**src/rtl/siso_shift_ctrl_if.sv**
```systemverilog
// Handshake bundle between the SISO shift controller and its parallel
// producer/consumer.
//   in_valid/in_data/in_ready    : word to serialize (producer -> controller)
//   out_valid/out_data/out_ready : reassembled word (controller -> consumer)
// The controller uses the slave modport. The producer/consumer side uses the
// master modport.
interface siso_shift_ctrl_if #(
    parameter int WIDTH = 8
);
    logic             in_valid;
    logic [WIDTH-1:0] in_data;
    logic             in_ready;
    logic             out_valid;
    logic [WIDTH-1:0] out_data;
    logic             out_ready;

    modport master (
        output in_valid, in_data, out_ready,
        input  in_ready, out_valid, out_data
    );

    modport slave (
        input  in_valid, in_data, out_ready,
        output in_ready, out_valid, out_data
    );
endinterface

```
**src/rtl/siso_shift_ctrl.sv**
```systemverilog
// Loopback/serializer sequencer for an external DEPTH-stage SISO right-shift
// register. It accepts a word and drives it LSB-first on sr_si. It then flushes
// the chain with zeros, rebuilds the word from the bits that emerge on sr_so,
// and offers the result on the output handshake.
// Ports:
//   clk, rst : clock; asynchronous active-high reset
//   bus      : in/out valid-ready handshake (slave modport)
//   sr_en    : shift enable to the SISO chain
//   sr_si    : serial bit into the chain
//   sr_so    : serial bit out of the chain (registered last stage)
//   busy     : high while shifting or flushing
//   bit_cnt  : shift cycles completed in the current transfer
module siso_shift_ctrl #(
    parameter  int WIDTH = 8,
    parameter  int DEPTH = 3,
    localparam int CW    = $clog2(WIDTH + DEPTH + 1)
) (
    input  logic                clk,
    input  logic                rst,
    siso_shift_ctrl_if.slave    bus,
    output logic                sr_en,
    output logic                sr_si,
    input  logic                sr_so,
    output logic                busy,
    output logic [CW-1:0]       bit_cnt
);
    typedef enum logic [1:0] {
        IDLE  = 2'd0,
        SHIFT = 2'd1,
        FLUSH = 2'd2,
        DONE  = 2'd3
    } state_t;

    localparam logic [CW-1:0] LAST_SHIFT = CW'(WIDTH - 1);
    localparam logic [CW-1:0] LAST_FLUSH = CW'(WIDTH + DEPTH - 1);

    state_t           state_r;
    state_t           next_state_s;
    logic [WIDTH-1:0] tx_r;
    logic [WIDTH-1:0] rx_r;
    logic [WIDTH-1:0] rx_next_s;
    logic [WIDTH-1:0] out_data_r;
    logic [CW-1:0]    bit_cnt_r;
    logic             in_ready_r;
    logic             out_valid_r;
    logic             shifting_r;
    logic             in_ready_nxt_s;
    logic             out_valid_nxt_s;
    logic             shifting_nxt_s;
    logic             accept_s;

    assign accept_s = (state_r == IDLE) && bus.in_valid && in_ready_r;

    // State register.
    always_ff @(posedge clk or posedge rst) begin
        if (rst) begin
            state_r <= IDLE;
        end else begin
            state_r <= next_state_s;
        end
    end

    // Next-state decode.
    always_comb begin
        next_state_s = state_r;
        case (state_r)
            IDLE: begin
                if (accept_s) begin
                    next_state_s = SHIFT;
                end else begin
                    next_state_s = IDLE;
                end
            end
            SHIFT: begin
                if (bit_cnt_r == LAST_SHIFT) begin
                    next_state_s = FLUSH;
                end else begin
                    next_state_s = SHIFT;
                end
            end
            FLUSH: begin
                if (bit_cnt_r == LAST_FLUSH) begin
                    next_state_s = DONE;
                end else begin
                    next_state_s = FLUSH;
                end
            end
            DONE: begin
                if (out_valid_r && bus.out_ready) begin
                    next_state_s = IDLE;
                end else begin
                    next_state_s = DONE;
                end
            end
            default: next_state_s = IDLE;
        endcase
    end

    // Output decode. The decode uses the next state, so the registered flags
    // line up with the state they describe.
    always_comb begin
        in_ready_nxt_s  = 1'b0;
        out_valid_nxt_s = 1'b0;
        shifting_nxt_s  = 1'b0;
        case (next_state_s)
            IDLE:    in_ready_nxt_s  = 1'b1;
            SHIFT:   shifting_nxt_s  = 1'b1;
            FLUSH:   shifting_nxt_s  = 1'b1;
            DONE:    out_valid_nxt_s = 1'b1;
            default: in_ready_nxt_s  = 1'b0;
        endcase
    end

    // Output flag registers. in_ready stays low through reset and rises on
    // the first clock edge after reset is released.
    always_ff @(posedge clk or posedge rst) begin
        if (rst) begin
            in_ready_r  <= 1'b0;
            out_valid_r <= 1'b0;
            shifting_r  <= 1'b0;
        end else begin
            in_ready_r  <= in_ready_nxt_s;
            out_valid_r <= out_valid_nxt_s;
            shifting_r  <= shifting_nxt_s;
        end
    end

    // Capture mux. Bit c-DEPTH of the word appears on sr_so at the start of
    // shift cycle c. Samples taken for c < DEPTH are stale chain contents.
    always_comb begin
        rx_next_s = rx_r;
        for (int i = 0; i < WIDTH; i++) begin
            if (bit_cnt_r == CW'(i + DEPTH)) begin
                rx_next_s[i] = sr_so;
            end else begin
                rx_next_s[i] = rx_r[i];
            end
        end
    end

    // Datapath: transmit shifter, receive word, cycle counter and result.
    // The counter only advances while shifting, so it holds at WIDTH+DEPTH
    // until the next accept clears it.
    always_ff @(posedge clk or posedge rst) begin
        if (rst) begin
            tx_r       <= '0;
            rx_r       <= '0;
            bit_cnt_r  <= '0;
            out_data_r <= '0;
        end else if (accept_s) begin
            tx_r      <= bus.in_data;
            rx_r      <= '0;
            bit_cnt_r <= '0;
        end else if ((state_r == SHIFT) || (state_r == FLUSH)) begin
            // Zero fill means tx_r is already empty by the time FLUSH starts.
            tx_r      <= tx_r >> 1;
            rx_r      <= rx_next_s;
            bit_cnt_r <= bit_cnt_r + CW'(1);
            if ((state_r == FLUSH) && (bit_cnt_r == LAST_FLUSH)) begin
                out_data_r <= rx_next_s;
            end else begin
                out_data_r <= out_data_r;
            end
        end else begin
            tx_r       <= tx_r;
            rx_r       <= rx_r;
            bit_cnt_r  <= bit_cnt_r;
            out_data_r <= out_data_r;
        end
    end

    assign bus.in_ready  = in_ready_r;
    assign bus.out_valid = out_valid_r;
    assign bus.out_data  = out_data_r;
    assign sr_en         = shifting_r;
    assign busy          = shifting_r;
    // tx_r is zero outside SHIFT, so its LSB is the serial stream.
    assign sr_si         = tx_r[0];
    assign bit_cnt       = bit_cnt_r;
endmodule

```
**src/flat_wrapper.sv**
```systemverilog
// flat-port wrapper written by rule: the top's interface ports become plain ports
module siso_shift_ctrl_flat 
#(
    parameter  int WIDTH = 8,
    parameter  int DEPTH = 3,
    localparam int CW    = $clog2(WIDTH + DEPTH + 1)
)
  (clk, rst, sr_en, sr_si, sr_so, busy, bit_cnt, bus_in_valid, bus_in_data, bus_out_ready, bus_in_ready, bus_out_valid, bus_out_data);
  siso_shift_ctrl_if #(.WIDTH(WIDTH)) bus_i ();
  input  logic clk;
  input  logic rst;
  output logic sr_en;
  output logic sr_si;
  input  logic sr_so;
  output logic busy;
  output logic [CW-1:0] bit_cnt;
  input wire logic [$bits(bus_i.in_valid)-1:0] bus_in_valid;
  input wire logic [$bits(bus_i.in_data)-1:0] bus_in_data;
  input wire logic [$bits(bus_i.out_ready)-1:0] bus_out_ready;
  output wire logic [$bits(bus_i.in_ready)-1:0] bus_in_ready;
  output wire logic [$bits(bus_i.out_valid)-1:0] bus_out_valid;
  output wire logic [$bits(bus_i.out_data)-1:0] bus_out_data;
  assign bus_i.in_valid = bus_in_valid;
  assign bus_i.in_data = bus_in_data;
  assign bus_i.out_ready = bus_out_ready;
  assign bus_in_ready = bus_i.in_ready;
  assign bus_out_valid = bus_i.out_valid;
  assign bus_out_data = bus_i.out_data;
  siso_shift_ctrl #(.WIDTH(WIDTH), .DEPTH(DEPTH)) u_core (.clk(clk), .rst(rst), .bus(bus_i), .sr_en(sr_en), .sr_si(sr_si), .sr_so(sr_so), .busy(busy), .bit_cnt(bit_cnt));
endmodule
```
**config.mk**
```make
export PLATFORM = sky130hd
export DESIGN_NAME = siso_shift_ctrl_flat
export DESIGN_NICKNAME = d
export VERILOG_FILES = /design/src/rtl/siso_shift_ctrl_if.sv /design/src/rtl/siso_shift_ctrl.sv /design/src/flat_wrapper.sv
export SDC_FILE = /design/constraint.sdc
export NUM_CORES = 1
export LEC_CHECK = 0
export BUFFER_PORTS_ARGS = -buffer_cell sky130_fd_sc_hd__buf_2
export CORE_AREA = 2 2 64 66
export CTS_BUF_LIST = sky130_fd_sc_hd__clkbuf_8 sky130_fd_sc_hd__clkbuf_16
export DETAILED_ROUTE_END_ITERATION = 8
export DIE_AREA = 0 0 66 68
export MAX_ROUTING_LAYER = met4
export PLACE_DENSITY_LB_ADDON = 0.25
export SETUP_SLACK_MARGIN = 0.5
export SKIP_LAST_GASP = 1
export SLEW_MARGIN = 25
export SYNTH_ARGS = -nofsm -noshare
export SYNTH_HDL_FRONTEND = slang
export SYNTH_SLANG_ARGS = --single-unit
export TNS_END_PERCENT = 1
```
**constraint.sdc**
```tcl
create_clock -name clk -period 2 [get_ports clk]
set_input_delay 0.2 -clock clk [delete_from_list [all_inputs] [get_ports clk]]
set_output_delay 0.2 -clock clk [all_outputs]
set_load 0.01 [all_outputs]
```
After elaboration in Yosys (flattened, before gate mapping) --
Index checks and enable logic that the tools add are counted.
Operators by class: add/sub/neg operators 1, equality and inequality tests 14, multiplexer cells 22, bitwise operators 1, reductions and logical operators 10
Operator list (number):
- $mux W8 | 4
- $eq A4 B3 Y1 const B | 4
- $mux W1 | 13
- $eq A4 B4 Y1 const B | 3
- $eq A2 B2 Y1 const B | 4
- $mux W4 | 2
- $pmux W2 S4 | 1
- $add A4 B1 Y4 const B | 1
- $eq A2 B1 Y1 const B | 2
- $eq A4 B2 Y1 const B | 1
- $logic_and A1 B1 Y1 | 4
- $logic_not A2 Y1 | 2
- $mux W2 | 2
- $reduce_and A3 Y1 | 1
- $reduce_bool A2 Y1 | 1
- $reduce_or A2 Y1 | 1
- $logic_or A1 B1 Y1 | 1
- $not A1 Y1 | 1
Word-level totals: bits in registers 33, word-level logic and storage cells 56

Depth between registers and ports, before layout --
Gate-level depths: netlist of the first run.
word-level depth 8, depth in mapped cells 7, depth with buffers taken out 6

Worst setup path after synthesis of the first run --
No wires, ideal clock.
path kind reg2reg, start point register u_core.bit_cnt_r[0], in the netlist u_core.bit_cnt[0], end point register u_core.out_data_r[0], in the netlist u_core.bus.out_data[0], arrival time 1.628 ns, slack 0.247 ns, stages on the path, launching flop included 8, path buffers 2, period minus slack after synthesis 1.753 ns, path through dfrtp_1 > inv_1 > ha_1 > and4b_1 > buf_6 > and3_4 > buf_6 > mux2_4
Between the ends: word-level cells in the longest chain between the ends 3, elaborated cells on any way between the ends 5, classes of those cells eq/ne (2); mux (1); reduce/logical (2)
Ends and longest elaborated chain:
- start, declared | line siso_shift_ctrl.sv:43 | logic [CW-1:0] bit_cnt_r;
- start signal, assigned | line siso_shift_ctrl.sv:158 | bit_cnt_r <= bit_cnt_r + CW'(1);
- start signal, assigned | line siso_shift_ctrl.sv:167 | bit_cnt_r <= bit_cnt_r;
- $eq A4 B4 Y1 | line siso_shift_ctrl.sv:159 | if ((state_r == FLUSH) && (bit_cnt_r == LAST_FLUSH)) begin
- $logic_and A1 B1 Y1 | line siso_shift_ctrl.sv:159
- $reduce_and A3 Y1 (no source line)
- end signal, assigned | line siso_shift_ctrl.sv:160 | out_data_r <= rx_next_s;
- end signal, assigned | line siso_shift_ctrl.sv:162 | out_data_r <= out_data_r;
- end signal, assigned | line siso_shift_ctrl.sv:168 | out_data_r <= out_data_r;
- end, declared | line siso_shift_ctrl.sv:42 | logic [WIDTH-1:0] out_data_r;
Several ways; a longest one is shown, not always the timed one. A chain may end at the register's enable or synchronous reset.

Worst setup path after layout of the first run --
start point register u_core.state_r[0], end point register u_core.shifting_r, in the netlist u_core.busy
Between the ends: word-level cells in the longest chain between the ends 8, elaborated cells on any way between the ends 12, classes of those cells eq/ne (5); mux (3); reduce/logical (4)
Ends and longest elaborated chain:
- start, declared | line siso_shift_ctrl.sv:37 | state_t state_r;
- start signal, assigned | line siso_shift_ctrl.sv:59 | state_r <= next_state_s;
- $logic_not A2 Y1 | line siso_shift_ctrl.sv:52, siso_shift_ctrl.sv:66
- $logic_and A1 B1 Y1 (2 in a row) | line siso_shift_ctrl.sv:52 | assign accept_s = (state_r == IDLE) && bus.in_valid && in_ready_r;
- $mux W1 | line siso_shift_ctrl.sv:68 | if (accept_s) begin
- $pmux W2 S4 (*) | line siso_shift_ctrl.sv:66 | case (state_r)
- $eq A2 B1 Y1 / $eq A2 B2 Y1 (equally long branches) | line siso_shift_ctrl.sv:105 | case (next_state_s)
- $reduce_or A2 Y1 (no source line) (*)
- $mux W1 (*) | line siso_shift_ctrl.sv:105
- named net u_core.shifting_nxt_s | line siso_shift_ctrl.sv:49 | logic shifting_nxt_s;
- end signal, assigned | line siso_shift_ctrl.sv:124 | shifting_r <= shifting_nxt_s;
- end, declared | line siso_shift_ctrl.sv:46 | logic shifting_r;
The timed path passes the listed nets; every way through them passes the cells marked *.

==> results.md, run 1 <==
* Required time worst endpoint at ~2200 ps
* First-pass GRT wire length at approximately 5.7 mm
* Final ANT Viol Nets at 0
* Area Growth Syn to Fin at 25.2%
* GR Util met1 at approximately 20%
* CTS Buffer Depth at 2
* Final wirelength at between 3 and 4 mm
* # setup viols final at 0
* CTS tree: done
* Failing checks: hold timing
* GRT busiest layer: met2
* Synth cell types at 30
* DP HPWL at 2.32 mm
* Mapped Nets at approximately 170
* DR WL/cell at roughly 14 um
* Total clock sinks at 32
* Fmax at approximately 0.61 GHz
* Crit path capture type: register
* Clock-pin slew on the worst setup and hold paths at 60 ps
* CP arrival at about 1800 ps
* Num CTS Buffers at 5
* Number of global-route vias before repair at around 1200
* Crit share post-route at between 80 and 90%
* Fin. max-slew vios at 0
* # DRC at 0
* Maximum vdd drop at 0.000656 V
* Layout cell share with drive strength beyond 1 at 36.5%
* Outcome: complete, but fails checks
* Rows at 23
* N_diodes at 0
* Hold WC Path Type: primary input to asynchronous set/reset pin
* Met3 usage at under 10%
* Crit-path max FO at 3
* Power density cells at ~1200 mW/mm2
* Final core occ at ~54%
* Clock skew at 5.61 ps
* R2R Setup Slk at about 370 ps
* Final hold slack at -3.96 ps
* Root Buffer: clkbuf_8
* Static leakage power at 1.01 nW
* Hold-fix buffers at CTS at 0
* Final-report hold violation count at 8
* Met2 Usage GRT at between 30% and 40%
* Clock Latency Late Sink at approximately 280 ps
* Setup CP Type: register to register
* Worst Tran Pin Value at approximately 410 ps
* Worst Setup Start Kind: register
* Pin count of the biggest net entering global routing at 33
* Routed vias at roughly 1200
* RSZ-0062 raised after global routing: yes
* Max-cap violations at 0
* Main area contributors after synthesis: dfrtp_1 (48%), mux2i_1 (10%), ha_1 (7.6%)
* Die area at between 0.004 and 0.005 mm2
* Register area share after synthesis at between 40 and 50%
* Gpl congestion at between 0.7 and 0.8
* Chip width at between 60 and 70 um
* I/O Pins at 30
* R2R cell count at 6
* TNS Setup at 0 ps
* Mapped Area at roughly 0.0017 mm2
* DR iter-0 viols at 59
* Relative slew slack at between 70% and 80%
* Post-synth top area cell: dfrtp_1
* Initial antenna violation count at 0
* Die height at 68 um
* Starting density of the core at about 43%
* Gate Count Post-Synth at approximately 150
* Gr ovfl total at 0
* Share of the synthesized area in the top cell type at around half
* Vias per cell at 5.22
* Synthesized area per cell at ~11 um2
* Number of port buffers at 29
* Yosys reg bits at 32
* Final min period at roughly 1600 ps
* Fin nets at approximately 210
* GRT Overall Usage at around 18%
* H-tree levels at 2
* Synth warn at 0
* Core Area at roughly 0.0039 mm2
* Drt first pass iters at 4
[registers in the layout, summed over array words and instances, names as in the netlist]
register	flops
u_core.bus.out_valid	1
u_core.rx_r	7
u_core.state_r	2
u_core.bus.in_ready	1
u_core.bit_cnt	4
u_core.tx_r	8
u_core.bus.out_data	8
u_core.busy	1
[metrics by stage]
stage          std cells  power (W)  setup WS, ps  hold slack (ps)  area, um2
2_1_floorplan        151    0.00156           341              305       1660
3_3_place_gp         224    0.00180           303              293       1850
3_5_place_dp         224    0.00183           250              304       1850
4_1_cts              239    0.00246           373             2.01       2040
5_1_grt              239    0.00266           334             25.3       2070
6_report             239    0.00248           373            -3.96       2070
[metal layers]
| layer | share of wire, % | vias up |
|---|---|---|
| met2 | 50 | 32 |
| met1 | 43 | 612 |
| met3 | 5.9 | 5 |
| met4 | 1.0 | 0 |
| li1 | - | 599 |
| met5 | 0 | - |
[worst paths after layout]
kind,start,endpoint
max reg2reg,u_core.state_r[0]$_DFF_PP0_,u_core.busy$_DFF_PP0_
min reg2reg,u_core.bus.out_data[6]$_DFFE_PP0P_,u_core.bus.out_data[6]$_DFFE_PP0P_
max,u_core.state_r[0]$_DFF_PP0_,u_core.busy$_DFF_PP0_
min,rst,u_core.bus.out_valid$_DFF_PP0_
max in group asynchronous,rst,u_core.bit_cnt[2]$_DFFE_PP0P_
min in group clk,bus_in_data[7],u_core.tx_r[7]$_DFFE_PP0P_
[kinds of logic (layout without fill, tap and decap cells)]
logic type               count (synthesis)  after routing  share of synthesized area, %
XOR/XNOR                                 3              3                          1.59
AND/OR/NAND/NOR                         37             37                          13.0
flip-flops                              32             32                          48.4
multiplexers                            22             22                          14.4
buffers and inverters                   18             56                          5.37
AO/OA/AOI/OAI                           29             29                          9.75
adder cells (fa/ha/maj)                 10             10                          7.56
[area by class of cell]
| cell class | count | area (um2) |
|---|---|---|
| Timing Repair Buffer | 43 | 254 |
| Fill cell | 367 | 1780 |
| Inverter | 5 | 18.8 |
| Tap cell | 50 | 62.6 |
| Multi-Input combinational cell | 101 | 843 |
| Clock inverter | 2 | 7.51 |
| Clock buffer | 6 | 82.6 |
| Sequential cell | 32 | 805 |
[cells in the final DEF, fill, tap and decap left out, types with 2 or more instances in the layout]
| cell | netlist | routed |
|---|---|---|
| clkbuf_8 | 0 | 6 |
| o21ai_0 | 11 | 10 |
| dfrtp_1 | 32 | 29 |
| a31oi_1 | 5 | 5 |
| inv_2 | 0 | 2 |
| nand2_1 | 10 | 10 |
| inv_1 | 5 | 5 |
| dfrtp_2 | 0 | 3 |
| nand3b_1 | 7 | 7 |
| nor2_1 | 9 | 9 |
| mux2_2 | 2 | 2 |
| a21oi_1 | 9 | 9 |
| buf_2 | 2 | 29 |
| nand4b_1 | 4 | 4 |
| mux2i_1 | 17 | 17 |
| ha_4 | 0 | 3 |
| ha_1 | 10 | 6 |
| xor2_1 | 2 | 2 |
| mux2_4 | 3 | 3 |
| buf_4 | 1 | 13 |
[synthesized netlist by cell type]
library cell and count:
o21ai_0 11, xnor2_1 1, o21a_1 1, mux2_2 2, nand3b_1 7, buf_2 2
nand4_1 1, mux2i_1 17, nor3b_1 1, a21oi_1 9, ha_1 10, a21o_1 1
mux2_4 3, nor4bb_1 1, nand2_1 10, clkbuf_1 8, buf_6 2, nor2_1 9
inv_1 5, buf_4 1, nand3_1 1, dfrtp_1 32, and3_1 1, a31oi_1 5
and4b_1 1, a21boi_0 1, nand4b_1 4, xor2_1 2, and3_4 1, a211oi_1 1
[worst max-delay path, stage by stage, from the launching register on]
cell	delay [ps]
dfrtp_1	400
inv_2	70
ha_4	160
and4b_2	270
a211oi_4	250
o21a_1	160
ha_1	220
[power by group]
group          internal, W  total (W)  switching, W
sequential        0.000833   0.000968      0.000135
clock             0.000270   0.000492      0.000222
combinational     0.000489    0.00102      0.000530
total              0.00159    0.00248      0.000887
[repair_timing]
item	4_1_cts	5_1_grt
resized for setup	13	7
pin swaps	5	5
buffers inserted	7	0
endpoints found under the setup margin	25	20
No activity file was read; power rests on OpenSTA's default activity.
==> run 2: changes to the inputs <==
clock period = 1.3 ns   (was 2 ns; I/O delays follow)
==> run 2 against run 1 <==
Compared with the run above: the flow finishes with violations (hold timing, setup timing); first-iteration DRC count fell by 17%; clock skew fell by 1.1 ps; largest cell class unchanged; clock-buffer cell count rose by 1; clock power rose by 66%; fmax rose by 3.4%; final cell count rose by 5.4%; register-to-register slack got worse by 650 ps; wire length rose by 1.2%; via count rose by 3.6%.
==> results.md, run 2 (synthesis gave the netlist of run 1 again) <==
* Starting density of the core at a little over two fifths
* N_diodes at 0
* Die area at roughly 0.0045 mm2
* Total clock sinks at 32
* Clock Latency Late Sink at approximately 280 ps
* Chip width at between 60 and 70 um
* # setup viols final at 31
* Fin nets at 224
* RSZ-0062 raised after global routing: yes
* Final-report hold violation count at 32
* DR WL/cell at 13.7 um
* CTS Buffer Depth at 2
* Worst R2R Start: u_core.state_r[0]$_DFF_PP0_
* Core Area at approximately 0.0039 mm2
* Root Buffer: clkbuf_8
* CP arrival at ~1700 ps
* Non-Filler Instances at roughly 250
* Num CTS Buffers at 5
* Crit-path max FO at 3
* Number of port buffers at 29
* Setup CP Type: register to register
* Maximum vdd drop at just over 0.001 V
* Most frequent cells in the layout: dfrtp_1 (30), buf_2 (29), buf_4 (26)
* # DRC at 0
* Commonest non-fill, non-tap cell in the layout: dfrtp_1
* Required time worst endpoint at 1460 ps
* Crit path capture type: register
* I/O Pins at 30
* Number of global-route vias before repair at between 1000 and 1500
* Pin count of the biggest net entering global routing at 33
* Gpl congestion at 0.751
* Worst Setup Start Kind: register
* CTS tree: done
* DP HPWL at 2.41 mm
* Fin worst setup slack at -274 ps
* Final ANT Viol Nets at 0
* DR iter-0 viols at just under 50
* CP Launch Point: u_core.state_r[0]$_DFF_PP0_
* Die height at 68 um
* Crit share post-route at 121%
* Static leakage power at 1.08 nW
* Initial antenna violation count at 0
* Fin. max-slew vios at 0
* Vias per cell at about 5.1
* Routed vias at 1293
* Fmax at roughly 0.64 GHz
* Drt first pass iters at 4
* Layout fillers at 338
* First-pass GRT wire length at 5.67 mm
* Max-cap violations at 0
* Outcome: complete, but fails checks
* Clock-pin slew on the worst setup and hold paths at ~60 ps
* Final wirelength at 3.46 mm
* Hold WC Path Type: primary input to asynchronous set/reset pin
* Rows at 23
* Final min period at 1570 ps
* Power density cells at 1840 mW/mm2
* Layout cell share with drive strength beyond 1 at 41.1%
* GRT Overall Usage at approximately 18%
* Final hold slack at -75.6 ps
* H-tree levels at 2
* Gr ovfl total at 0
* Clock skew at roughly 4.5 ps
* Number of placed instances, taps included at around 240
* Relative slew slack at around three quarters
* Area Growth Syn to Fin at 32.3%
* Failing checks: hold timing, setup timing
* Worst Tran Pin Value at roughly 400 ps
## run 2: cell types whose count changed in the layout (fill, tap and decap cells not counted), sizes merged
cell,delta
clkbuf,+1
buf,+13
inv,-1
## run 2: path summary, 6_finish.rpt
check | to | slack [ps] | cells past startpoint
worst max register to register | u_core.busy$_DFF_PP0_ | -270 | 6
worst max-delay path | u_core.busy$_DFF_PP0_ | -270 | 6
worst min-delay path | u_core.bus.out_valid$_DFF_PP0_ | -80 | 3
worst min register to register | u_core.bus.out_data[7]$_DFFE_PP0P_ | 520 | 1
max in group asynchronous | u_core.bit_cnt[0]$_DFFE_PP0P_ | 1070 | 3
min in group clk | u_core.tx_r[7]$_DFFE_PP0P_ | 40 | 3
## run 2: cell type report
class | instances | area [um2] | area share (%)
multi-input combinational | 101 | 845 | 38.6
sequential | 32 | 803 | 36.7
timing repair buffer | 56 | 360 | 16.5
clock buffer | 7 | 96.3 | 4.40
tap | 50 | 62.6 | 2.86
inverter | 5 | 18.8 | 0.857
clock inverter | 1 | 3.75 | 0.171
## run 2: timing repair
item,CTS,global route
gates resized for setup,13,6
gates cloned,0,0
buffers inserted,4,1
endpoints found under the hold margin,32,32
pin swaps,4,4
setup endpoints to repair,49,49
## run 2: critical path: stages, from the launching register on
cell	delay (ps)
dfrtp_1	390
inv_2	70
ha_4	160
and4b_2	270
a211oi_2	190
o21a_1	160
ha_1	220
## run 2: routing by layer
layer | global-route usage (%) | routed length, um | vias up
met1 | 18.8 | 1570 | 628
met4 | 5.36 | 56 | 0
met3 | 5.92 | 134 | 7
met2 | 31.4 | 1700 | 29
met5 | - | 0 | -
li1 | - | - | 629
## run 2: power by group
part | internal, W | switching, W | leakage (nW) | total [W]
logic | 0.000889 | 0.000869 | 0.624 | 0.00176
clock network | 0.000474 | 0.000342 | 0.0557 | 0.000816
registers | 0.00128 | 0.000184 | 0.401 | 0.00146
## run 2: through the flow
stage | area (um2) | setup slack (ps) | util (%) | setup TNS, ps | total power, W
2_1_floorplan | 1660 | -359 | - | -5510 | 0.00241
3_3_place_gp | 1970 | -326 | 51.1 | -4790 | 0.00297
3_5_place_dp | 1970 | -392 | 51.1 | -6820 | 0.00303
4_1_cts | 2170 | -261 | 56.2 | -4600 | 0.00401
5_1_grt | 2190 | -341 | 56.8 | -7880 | 0.00432
6_report | 2190 | -274 | 56.8 | -5740 | 0.00404
